`config.mk`:
```
export PLATFORM = sky130hd
export DESIGN_NAME = load_store_io_flat
export DESIGN_NICKNAME = d
export VERILOG_FILES = /design/src/rtl/load_store_io_if.sv /design/src/rtl/load_store_io.sv /design/src/flat_wrapper.sv
export SDC_FILE = /design/constraint.sdc
export NUM_CORES = 1
export LEC_CHECK = 0
export ABC_AREA = 1
export CAP_MARGIN = 20
export CORE_ASPECT_RATIO = 0.6
export CORE_MARGIN = 3
export CORE_UTILIZATION = 31
export CTS_CLUSTER_DIAMETER = 30
export DETAILED_ROUTE_END_ITERATION = 6
export RECOVER_POWER = 100
export SYNTH_ARGS = -nofsm -noshare
export SYNTH_HDL_FRONTEND = slang
export SYNTH_SLANG_ARGS = --single-unit
```
`constraint.sdc`:
```
create_clock -name clock -period 3.03 [get_ports clock]
set_input_delay 0.4545 -clock clock [delete_from_list [all_inputs] [get_ports clock]]
set_output_delay 0.4545 -clock clock [all_outputs]
set_load 0.02 [all_outputs]
```
`src/rtl/load_store_io_if.sv`:
```
// Processor load/store bus plus the output-FIFO handshake for load_store_io.
interface load_store_io_if #(
  parameter int unsigned WIDTH = 16
);
  logic [3:0]       addr;
  logic             rd_en;
  logic             wr_en;
  logic [WIDTH-1:0] wdata;
  logic [WIDTH-1:0] rdata;
  logic             stall;
  logic [WIDTH-1:0] write_out;
  logic             out_valid;
  logic             out_ready;

  modport master (
    output addr, rd_en, wr_en, wdata, out_ready,
    input  rdata, stall, write_out, out_valid
  );

  modport slave (
    input  addr, rd_en, wr_en, wdata, out_ready,
    output rdata, stall, write_out, out_valid
  );
endinterface

```
`src/rtl/load_store_io.sv`:
```
// Memory-mapped I/O unit: NUM_IN latched input channels with valid/overrun
// flags, an OUT_DEPTH output FIFO with valid/ready handshake, and a status word.
module load_store_io #(
  parameter int unsigned WIDTH     = 16,
  parameter int unsigned NUM_IN    = 2,
  parameter int unsigned OUT_DEPTH = 4
) (
  input  logic                    clock,
  input  logic                    rst,
  load_store_io_if.slave          bus,
  input  logic [NUM_IN*WIDTH-1:0] read_in,
  input  logic [NUM_IN-1:0]       in_strobe
);

  localparam int unsigned AW = (OUT_DEPTH > 1) ? $clog2(OUT_DEPTH) : 1;
  localparam int unsigned CW = $clog2(OUT_DEPTH) + 1;
  localparam logic [3:0] ADDR_PUSH   = 4'd8;
  localparam logic [3:0] ADDR_STATUS = 4'd9;

  logic [WIDTH-1:0]  hold [NUM_IN];
  logic [NUM_IN-1:0] valid;
  logic [NUM_IN-1:0] overrun;
  logic [NUM_IN-1:0] load_hit;

  logic [WIDTH-1:0]  mem [OUT_DEPTH];
  logic [AW-1:0]     head;
  logic [AW-1:0]     tail;
  logic [CW-1:0]     count;
  logic              fifo_empty;
  logic              fifo_full;
  logic              push_req;
  logic              push;
  logic              pop;

  logic [WIDTH-1:0]  status;
  logic [WIDTH-1:0]  load_data;
  logic [WIDTH-1:0]  rdata_q;

  assign fifo_empty = (count == '0);
  assign fifo_full  = (count == CW'(OUT_DEPTH));
  assign push_req   = bus.wr_en & (bus.addr == ADDR_PUSH);
  assign push       = push_req & ~fifo_full;
  // Full blocks the push even when the head pops in the same cycle.
  assign pop        = ~fifo_empty & bus.out_ready;

  assign bus.stall     = push_req & fifo_full;
  assign bus.out_valid = ~fifo_empty;
  assign bus.write_out = fifo_empty ? '0 : mem[head];
  assign bus.rdata     = rdata_q;

  always_comb begin
    status                  = '0;
    status[NUM_IN-1:0]      = valid;
    status[NUM_IN]          = |overrun;
    status[NUM_IN+1]        = fifo_empty;
    status[NUM_IN+2]        = fifo_full;
    status[NUM_IN+3 +: CW]  = count;
  end

  always_comb begin
    load_data = '0;
    load_hit  = '0;
    for (int unsigned i = 0; i < NUM_IN; i++) begin
      if (bus.addr == 4'(i)) begin
        load_data   = hold[i];
        load_hit[i] = bus.rd_en;
      end
    end
    if (bus.addr == ADDR_STATUS) load_data = status;
  end

  always_ff @(posedge clock or negedge rst) begin
    if (!rst) begin
      rdata_q <= '0;
    end else if (bus.rd_en) begin
      rdata_q <= load_data;
    end
  end

  // A load and a capture on the same channel: the load sees the old hold value,
  // the flag stays set and overrun clears because the old value was consumed.
  always_ff @(posedge clock or negedge rst) begin
    if (!rst) begin
      for (int unsigned i = 0; i < NUM_IN; i++) hold[i] <= '0;
      valid   <= '0;
      overrun <= '0;
    end else begin
      for (int unsigned i = 0; i < NUM_IN; i++) begin
        if (in_strobe[i]) begin
          hold[i]    <= read_in[i*WIDTH +: WIDTH];
          valid[i]   <= 1'b1;
          overrun[i] <= ~load_hit[i] & (overrun[i] | valid[i]);
        end else if (load_hit[i]) begin
          valid[i]   <= 1'b0;
          overrun[i] <= 1'b0;
        end
      end
    end
  end

  always_ff @(posedge clock) begin
    if (push) mem[tail] <= bus.wdata;
  end

  always_ff @(posedge clock or negedge rst) begin
    if (!rst) begin
      head  <= '0;
      tail  <= '0;
      count <= '0;
    end else begin
      if (push) tail <= tail + 1'b1;
      if (pop)  head <= head + 1'b1;
      count <= count + CW'(push) - CW'(pop);
    end
  end

endmodule

```
`src/flat_wrapper.sv`:
```
// flat-port wrapper written by rule: the top's interface ports become plain ports
module load_store_io_flat 
#(
  parameter int unsigned WIDTH     = 16,
  parameter int unsigned NUM_IN    = 2,
  parameter int unsigned OUT_DEPTH = 4
)
  (clock, rst, read_in, in_strobe, bus_addr, bus_rd_en, bus_wr_en, bus_wdata, bus_out_ready, bus_rdata, bus_stall, bus_write_out, bus_out_valid);
  load_store_io_if #(.WIDTH(WIDTH)) bus_i ();
  input  logic clock;
  input  logic rst;
  input  logic [NUM_IN*WIDTH-1:0] read_in;
  input  logic [NUM_IN-1:0] in_strobe;
  input wire logic [$bits(bus_i.addr)-1:0] bus_addr;
  input wire logic [$bits(bus_i.rd_en)-1:0] bus_rd_en;
  input wire logic [$bits(bus_i.wr_en)-1:0] bus_wr_en;
  input wire logic [$bits(bus_i.wdata)-1:0] bus_wdata;
  input wire logic [$bits(bus_i.out_ready)-1:0] bus_out_ready;
  output wire logic [$bits(bus_i.rdata)-1:0] bus_rdata;
  output wire logic [$bits(bus_i.stall)-1:0] bus_stall;
  output wire logic [$bits(bus_i.write_out)-1:0] bus_write_out;
  output wire logic [$bits(bus_i.out_valid)-1:0] bus_out_valid;
  assign bus_i.addr = bus_addr;
  assign bus_i.rd_en = bus_rd_en;
  assign bus_i.wr_en = bus_wr_en;
  assign bus_i.wdata = bus_wdata;
  assign bus_i.out_ready = bus_out_ready;
  assign bus_rdata = bus_i.rdata;
  assign bus_stall = bus_i.stall;
  assign bus_write_out = bus_i.write_out;
  assign bus_out_valid = bus_i.out_valid;
  load_store_io #(.WIDTH(WIDTH), .NUM_IN(NUM_IN), .OUT_DEPTH(OUT_DEPTH)) u_core (.clock(clock), .rst(rst), .bus(bus_i), .read_in(read_in), .in_strobe(in_strobe));
endmodule
```
==> impl_metrics.env <==
export IMPL_diodes=0
export IMPL_violations="max-capacitance violations, max-slew violations"
export IMPL_synth_nets=605
export IMPL_fin_crit_sh_pct=91.6
export IMPL_routed_wl_um=12900
export IMPL_crit_cells=5
export IMPL_layout_drive_gt1_share_pct=7.99
export IMPL_yosysTopAreaCell="edfxtp_1"
export IMPL_num_vias=3970
export IMPL_clk_path_buf_depth=2
export IMPL_hp_class="reg2reg"
export IMPL_fin_crit_ns=2.77
export IMPL_regToRegEndpoint="u_core.mem[2][0]"
export IMPL_ys_warn_count=0
export IMPL_drv_slew=65
export IMPL_fin_cells=879
export IMPL_timing_rr_start="u_core.count[1]"
export IMPL_synth_seq_area_share_pct=64.1
export IMPL_initial_core_util_pct=32.1
export IMPL_grtUsageTotal_pct=14.4
export IMPL_syn_area_per_cell_sq_um=9.83
export IMPL_dr_wl_met2_um=5880
export IMPL_fill_cells=1627
export IMPL_fp_dieArea_sq_um=18800
export IMPL_placedCellCount=847
export IMPL_yosys_area_top_type_share_pct=36.3
export IMPL_first_pass_iters=5
export IMPL_crit_family="buffers and inverters"
export IMPL_power_uw=5470
export IMPL_io_pins=93
export IMPL_run_status="finished with violations"
export IMPL_ctsResizeCount=0
export IMPL_maxSlewHeadroom_pct=-27.8
export IMPL_gp_routability_congestion=0.791
export IMPL_wl_met3_um=444
export IMPL_postRouteAntennaNets=0
export IMPL_grt_overflow=0
export IMPL_dieWidth_um=175
export IMPL_hold_depth=2
export IMPL_fin_util_pct=42.3
export IMPL_clk_pin_slew_ns=0.06
export IMPL_rsz0062_at_grt="false"
export IMPL_antenna_found_initial=0
export IMPL_numCtsBuffers=17
export IMPL_leakage_uw=0.00303
export IMPL_critPathSlowestCell="dlygate4sd3_1"
export IMPL_cts_setup_buffers=0
export IMPL_grt_max_degree=37
export IMPL_dpl_hpwl_um=9170
export IMPL_ctsHoldBuffers=0
export IMPL_cts_tree="done"
export IMPL_viasPerCell=4.52
export IMPL_crit_chain="inv_1 -> nand3_1 -> inv_2 -> a21oi_1 -> dlygate4sd3_1"
export IMPL_fmax_mhz=360
export IMPL_hold_start="u_core.bus.rdata[9]"
export IMPL_port_buffer_count=92
export IMPL_arrival_ns=2.32
export IMPL_yosys_top_cells_area="edfxtp_1 36%, dfrtp_1 28%, nand2_1 11%"
export IMPL_slowest_delay_ns=0.67
export IMPL_area_growth_pct=31.5
export IMPL_reg2reg_depth=7
export IMPL_post_drt_wl_per_cell_um=14.6
export IMPL_cts_sinks=123
export IMPL_holdPathEnd="u_core.bus.rdata[9]"
export IMPL_path_max_fanout=16
export IMPL_cp_num_buf_inv=3
export IMPL_ys_seq_elements=123
export IMPL_clkLatencyLatePin_ns=0.40
export IMPL_cts_max_level=4
export IMPL_worst_pin_slew_ns=1.92
export IMPL_skew_ns=0.0139
export IMPL_clockRootBuffer="clkbuf_16"
export IMPL_highest_layer="met4"
export IMPL_grt_pass1_vias=4033
export IMPL_maxCapViolations=2
export IMPL_endpoint_kind="output port"
export IMPL_nets=704
export IMPL_grt_pass1_wl_um=21100
export IMPL_finalSetupViolCount=0
export IMPL_rows=36
export IMPL_core_area_sq_um=16500
export IMPL_drt_iter0_markers=273
export IMPL_rrSetupSlack_ns=0.60
export IMPL_wl_met1_um=6440
export IMPL_worst_setup_path_start_kind="flip-flop"
export IMPL_power_density_nw_per_um2=784
export IMPL_die_h_um=107
export IMPL_drc=0
export IMPL_synth_area_sq_um=5300
export IMPL_syn_inst=539
export IMPL_hold_violations=0
export IMPL_required_ns=2.58
export IMPL_peakVddDrop_uv=370
export IMPL_criticalPathCategory="reg2out"
export IMPL_fin_tns_setup_ns=0
export IMPL_synth_distinct_cells=27
==> per-stage QoR <==
step	instance area, sq um	hold slack [ns]	setup WS [ns]
4_1_cts	7040	0.165	0.265
3_5_place_dp	6460	0.460	0.389
3_3_place_gp	6460	0.463	0.406
2_1_floorplan	5300	0.159	0.825
6_report	6970	0.474	0.256
5_1_grt	6970	0.495	0.0655
==> sequential cells by signal, indices dropped and copies added (netlist names) <==
name / flops
u_core.head: 2
u_core.overrun: 2
u_core.hold: 32
u_core.valid: 2
u_core.mem: 64
u_core.count: 3
u_core.tail: 2
u_core.bus.rdata: 16
==> power breakdown <==
| group | leakage (uW) | internal, uW | switching, uW |
|---|---|---|---|
| combinational | 0.00145 | 610 | 969 |
| sequential | 0.00130 | 1880 | 68.4 |
| clock | 0.000272 | 1210 | 735 |
==> worst max path at each step <==
| stage | slack [ns] | end | startpoint |
|---|---|---|---|
| 2_1_floorplan | 0.83 | u_core.count[2] | u_core.count[1] |
| 3_3_place_gp | 0.41 | bus_stall | bus_addr[3] |
| 3_5_place_dp | 0.39 | bus_stall | bus_addr[3] |
| 4_1_cts | 0.27 | bus_write_out[0] | u_core.head[0] |
| 5_1_grt | 0.07 | bus_write_out[5] | u_core.head[1] |
| 6_report | 0.26 | bus_write_out[0] | u_core.count[1] |
==> layer usage <==
metal | vias up | global-route usage (%)
met5 | - | 0
met4 | 0 | 3.98
met3 | 8 | 3.35
met2 | 65 | 21.5
met1 | 1932 | 20.9
li1 | 1965 | -
==> tightest hold or removal path: stages, from the launching register on <==
cell and delay, ns:
dfrtp_1 0.34, nand2_1 0.05, nand2_1 0.05
==> logic make-up after synthesis <==
logic type,Yosys count,share of synthesized area (%)
xor gates and xnor gates,2,0.331
buffers and inverters,64,5.36
and+or+nand+nor,272,21.7
DFF,123,64.1
AOI/OAI and AO/OA,71,6.70
adders and majority gates,7,1.79
==> Yosys cell counts <==
master and count:
nand2_1 149, nand3_4 1, xnor2_1 1, clkinv_1 1
inv_4 1, ha_1 6, inv_2 9, a21oi_1 18
nor2_2 5, o21ai_0 23, buf_6 2, nand3_1 41
inv_1 28, buf_1 1, nor2_8 1, buf_2 15
nand2_2 2, xor2_1 1, dfrtp_1 59, nor2_1 69
nand2_4 1, fa_1 1, edfxtp_1 64, nor2_4 3
o21ai_1 30, clkbuf_1 5, buf_4 2
==> layout by cell type (no fill, tap or decap) <==
master | synthesis | final
clkinvlp_4 | 0 | 4
inv_4 | 1 | 1
clkdlybuf4s50_1 | 0 | 39
clkbuf_16 | 0 | 17
nor2_2 | 5 | 2
bufinv_16 | 0 | 2
nor2_4 | 3 | 2
fa_1 | 1 | 1
clkinv_4 | 0 | 5
o21ai_0 | 23 | 31
inv_2 | 9 | 5
nand3_1 | 41 | 42
buf_4 | 2 | 5
dlygate4sd3_1 | 0 | 52
clkbuf_1 | 5 | 6
o21ai_1 | 30 | 22
clkbuf_2 | 0 | 3
clkinv_1 | 1 | 2
xnor2_1 | 1 | 1
inv_1 | 28 | 32
xor2_1 | 1 | 1
nand2_2 | 2 | 2
nand2_1 | 149 | 149
edfxtp_1 | 64 | 64
a21oi_1 | 18 | 18
dfrtp_1 | 59 | 59
clkinv_2 | 0 | 3
nor2_1 | 69 | 74
ha_1 | 6 | 6
nand2_4 | 1 | 1
==> area by class of cell <==
class                      instances  area [sq um]  share of cell area (%)
sequential                       123          3400                    48.8
inverter                          39           149                    2.14
clock inverter                    15           153                    2.19
multi-input combinational        352          1570                    22.6
tap                              228           285                    4.09
timing repair buffer             105           986                    14.1
clock buffer                      17           425                    6.10
(Power assumes the default switching activity.)
